`src/rtl/imem_loader.sv`:
```
// imem_loader: assembles a big-endian byte stream into 32-bit words for instruction memory.
// Optional trailing XOR checksum byte is enabled by defining IMEM_LOADER_CKSUM_EN.
module imem_loader #(
    parameter int unsigned ADDR_W    = 8,
    parameter logic [31:0] BASE_ADDR = 32'h0000_0000
) (
    input  logic            clk,
    input  logic            reset,
    input  logic            start,
    input  logic [ADDR_W:0] len,
    input  logic [7:0]      byte_in,
    input  logic            byte_valid,
    output logic            byte_ready,
    output logic            mem_we,
    output logic [31:0]     mem_addr,
    output logic [31:0]     mem_wdata,
    output logic            cpu_hold,
    output logic            busy,
    output logic            done,
    output logic            err
);

`ifdef IMEM_LOADER_CKSUM_EN
    typedef enum logic [2:0] {IDLE, RECV, WRITE, CKSUM, DONE} state_t;
`else
    typedef enum logic [2:0] {IDLE, RECV, WRITE, DONE} state_t;
`endif

    localparam logic [ADDR_W:0] CAP = {1'b1, {ADDR_W{1'b0}}};
    localparam logic [ADDR_W:0] ONE = {{ADDR_W{1'b0}}, 1'b1};

    state_t            state;
    state_t            state_n;
    logic [ADDR_W:0]   len_q;
    logic [ADDR_W:0]   word_idx;
    logic [1:0]        byte_cnt;
    logic [23:0]       shreg;
    logic              err_q;
    logic              start_ok;
    logic              last_word;
    logic              bad_len;
    logic [31:0]       idx_addr;
`ifdef IMEM_LOADER_CKSUM_EN
    logic [7:0]        csum;
`endif

    assign start_ok  = start && (state == IDLE || state == DONE);
    assign bad_len   = (len == '0) || (len > CAP);
    assign last_word = (word_idx == len_q - ONE);
    assign idx_addr  = {{(29 - ADDR_W){1'b0}}, word_idx, 2'b00};

    assign err      = err_q;
    assign cpu_hold = !(state == DONE && !err_q);

    always_comb begin
        state_n    = state;
        byte_ready = 1'b0;
        mem_we     = 1'b0;
        busy       = 1'b0;
        done       = 1'b0;
        unique case (state)
            IDLE: begin
                if (start) state_n = bad_len ? DONE : RECV;
            end
            RECV: begin
                byte_ready = 1'b1;
                busy       = 1'b1;
                if (byte_valid && byte_cnt == 2'd3) state_n = WRITE;
            end
            WRITE: begin
                mem_we = 1'b1;
                busy   = 1'b1;
`ifdef IMEM_LOADER_CKSUM_EN
                state_n = last_word ? CKSUM : RECV;
`else
                state_n = last_word ? DONE : RECV;
`endif
            end
`ifdef IMEM_LOADER_CKSUM_EN
            CKSUM: begin
                byte_ready = 1'b1;
                busy       = 1'b1;
                if (byte_valid) state_n = DONE;
            end
`endif
            DONE: begin
                done = 1'b1;
                if (start) state_n = bad_len ? DONE : RECV;
            end
            default: state_n = IDLE;
        endcase
    end

    always_ff @(posedge clk or negedge reset) begin
        if (!reset) begin
            state     <= IDLE;
            len_q     <= '0;
            word_idx  <= '0;
            byte_cnt  <= '0;
            shreg     <= '0;
            err_q     <= 1'b0;
            mem_addr  <= BASE_ADDR;
            mem_wdata <= '0;
`ifdef IMEM_LOADER_CKSUM_EN
            csum      <= '0;
`endif
        end else begin
            state <= state_n;
            if (start_ok) begin
                len_q    <= len;
                word_idx <= '0;
                byte_cnt <= '0;
                err_q    <= (len > CAP);
`ifdef IMEM_LOADER_CKSUM_EN
                csum     <= '0;
`endif
            end
            // Word and address are latched with the 4th byte so WRITE drives them directly
            if (state == RECV && byte_valid) begin
                byte_cnt <= byte_cnt + 2'd1;
                shreg    <= {shreg[15:0], byte_in};
`ifdef IMEM_LOADER_CKSUM_EN
                csum     <= csum ^ byte_in;
`endif
                if (byte_cnt == 2'd3) begin
                    mem_wdata <= {shreg, byte_in};
                    mem_addr  <= BASE_ADDR + idx_addr;
                end
            end
            if (state == WRITE) word_idx <= word_idx + ONE;
`ifdef IMEM_LOADER_CKSUM_EN
            if (state == CKSUM && byte_valid) err_q <= (byte_in != csum);
`endif
        end
    end

endmodule

```
`config.mk`:
```
export PLATFORM = sky130hd
export DESIGN_NAME = imem_loader
export DESIGN_NICKNAME = d
export VERILOG_FILES = /design/src/rtl/imem_loader.sv
export SDC_FILE = /design/constraint.sdc
export NUM_CORES = 1
export LEC_CHECK = 0
export CORE_MARGIN = 2
export CORE_UTILIZATION = 54
export DETAILED_ROUTE_END_ITERATION = 8
export PLACE_DENSITY = 0.85
export REMOVE_ABC_BUFFERS = 1
export SLEW_MARGIN = 30
export SYNTH_ARGS = -nofsm -noshare
export SYNTH_HDL_FRONTEND = slang
export SYNTH_SLANG_ARGS = --single-unit
```
`constraint.sdc`:
```
create_clock -name clk -period 3.1 [get_ports clk]
set_input_delay 0.31 -clock clk [delete_from_list [all_inputs] [get_ports clk]]
set_output_delay 0.31 -clock clk [all_outputs]
set_load 0.02 [all_outputs]
```
==> results_dict.tcl <==
set metrics [dict create \
    cts_resized 0 \
    ant_nets 0 \
    cts_setup_buffers 0 \
    synth.largest_area_cell "dfrtp_1" \
    yosysWarnings 0 \
    die_h_um 89.8 \
    instances_no_fill 474 \
    hold_path.class "input pin to async pin" \
    die-area_mm2 0.00806 \
    clk_pin_slew_ns 0.08 \
    cts_buffer_depth 2 \
    numCtsBuffers 9 \
    pin_count 91 \
    cts_hold_buffers 0 \
    cap_violations 0 \
    syn_to_final_growth_pct 22.5 \
    die_width_um 89.8 \
    slew_viol_final 0 \
    vias_per_cell 5.18 \
    fmax_ghz 0.417 \
    crit_required_ns 2.79 \
    synth_cell_types 36 \
    vias 2453 \
    synth_edf_count 0 \
    grt_pass1_vias 2412 \
    row_count 31 \
    async_flop_share_pct 100 \
    finalSetupViolCount 0 \
    root_buffer "clkbuf_8" \
    start_util_pct 55.4 \
    r2r_setup_slack_ns 1.19 \
    synth-seq-cells 88 \
    critPathMaxFanout 18 \
    finalPower_uw 4960 \
    dp_cells 459 \
    portBuffers 67 \
    final-hold-violation-count 0 \
    seq_power_share_pct 40.5 \
    crit_buf_inv 2 \
    antenna_cells 0 \
    worstMarginPinSlew_ns 0.776 \
    combPwrFrac_pct 41.8 \
    first_pass_iters 6 \
    p_int_uw 3260 \
    cp_top_family "buffers and inverters" \
    fin_tns_setup_ns 0 \
    p_sw_share_pct 34.4 \
    vdd_drop_max_mv 0.537 \
    antenna_found_initial 0 \
    rsz0062_at_grt "false" \
    critPathSlowestCell "clkdlybuf4s50_1" \
    place_congestion 0.859 \
    worst_clock_skew_ns 0.00587 \
    synth_top_cells_by_area "dfrtp_1 (55%), mux2_2 (22%), buf_4 (4.3%), ha_1 (2.5%), nand3_1 (1.6%)" \
    synthCells 304 \
    gr-total-overflow 0 \
    cellLeakagePower_uw 0.00221 \
    avgSynthCellArea_um2 13.1 \
    endpoint_kind "output port" \
    outcome "finished clean" \
    track_usage_pct 17.9 \
    grt_first_pass_wirelength_um 11700 \
    cp-start-kind "flip-flop" \
    wl_per_cell_um 14.2 \
    drtIter0Drc 98 \
    synth_area_mm2 0.00397 \
    timing.hold.ws_ns 0.00411 \
    fin_nets 400 \
    grt_max_degree 89 \
    relSlewSlack_pct 48.3 \
    htree_levels 3 \
    switchingPower_uw 1710 \
    crit_type "flip-flop to output port" \
    powerDensity_mw_per_mm2 1020 \
    insertion_delay_ns 0.34 \
    period_share_pct 77.3 \
    drc_errors 0 \
    slowest_delay_ns 0.72 \
    drive_above_1_share_pct 26.1 \
    synth_seq_area_share_pct 55.4 \
    arrival_ns 2.09 \
    layout_min_cycle_time_ns 2.40 \
    cts_tree "built" \
    clock_power_share_pct 17.7 \
    numClockSinks 88 \
    drt_wl_total_um 6750 \
    dpl.hpwl_um 4600 \
    core_mm2 0.00718 \
    synth_top_area_share_pct 55.4 \
    path_cells "inv_1, ha_1, clkdlybuf4s50_1" \
    synth_flop_cell "dfrtp_1" \
]
## logic make-up after synthesis
logic type / synth area share [%]
other: 0.0944
buffers and inverters: 6.36
flip-flops: 55.4
adder cells (fa/ha/maj): 2.52
AND/OR/NAND/NOR: 6.30
AO/OA/AOI/OAI: 3.90
multiplexers: 22.8
XOR/XNOR: 2.61
## per-layer routing
layer	global-route usage [%]	part of all wire (%)	up-vias
met3	3.94	4.5	8
met1	24.0	45	1235
met4	8.08	1.7	0
li1	-	-	1150
met2	28.1	49	60
met5	0	0	-
## worst reg2reg max path, cell delays in order, from the launching register on
cell	delay, ns
dfrtp_1	0.42
inv_1	0.09
ha_1	0.53
nand2_1	0.11
nor2_1	0.14
nand3_1	0.13
or2_1	0.26
mux2i_1	0.12
## cells in the final DEF (no fill, tap or decap), types with 5 or more instances in the layout
cell             count
ha_1                 8
conb_1              23
clkbuf_8            11
clkdlybuf4s50_1     66
inv_1                6
dfrtp_1             88
mux2i_1              5
nor2_1               7
mux2_2              76
a21oi_1              7
nand3_1             12
o21ai_0              9
xnor2_1              5
nand2_1             15
xor2_1               5
## cell type report
class,count,area (um^2)
fillers,514,2310
flip-flops and latches,88,2200
multi-input cells,197,1610
repair buffers,69,687
clock buffers,11,151
well taps,99,124
clock inverters,4,76.3
inverters,6,22.5
## cells in the mapped netlist (2+ instances only)
cell type  number
xor2_1          5
nor4_1          3
nand4_1         3
nand2_1        15
nand3_1        13
nand2b_1        2
mux2_2         76
buf_4          23
clkbuf_1        2
inv_1           6
o21ai_0         9
dfrtp_1        88
xnor2_1         5
nor2_1          7
mux2i_1         5
buf_2           9
a21oi_1         7
ha_1            8
## per-stage QoR
step                worst slack (ns)  instance area (um^2)  utilization, %
finish                         0.704                  4870            67.9
global placement                1.09                  4640            64.6
global route                   0.569                  4870            67.9
detailed placement              1.04                  4640            64.7
CTS                            0.689                  4870            67.9
floorplan                      0.546                  3830               -
## state kept, by name, summed over array words and instances, names as in the netlist
signal	count
mem_wdata	32
len_q	9
byte_cnt	2
mem_addr	9
err	1
shreg	24
word_idx	9
state	2
## power by group through the flow
stage	registers, uW	logic (uW)	clock network [uW]
2_1_floorplan	2230	1050	0
3_3_place_gp	2010	2030	0
3_5_place_dp	2040	2090	0
4_1_cts	2020	2100	902
5_1_grt	2100	2240	945
6_report	2010	2070	877
## final timing paths
path                                 from           to  cells past startpoint
max in group asynchronous           reset     len_q[0]                      1
worst max-delay path             state[0]       mem_we                      3
worst min-delay path                reset     len_q[8]                      1
worst max register to register   state[0]  word_idx[8]                      7
min in group clk                shreg[21]    shreg[21]                      1
worst min register to register  shreg[21]    shreg[21]                      1
Power figures use the tool's default switching activity.
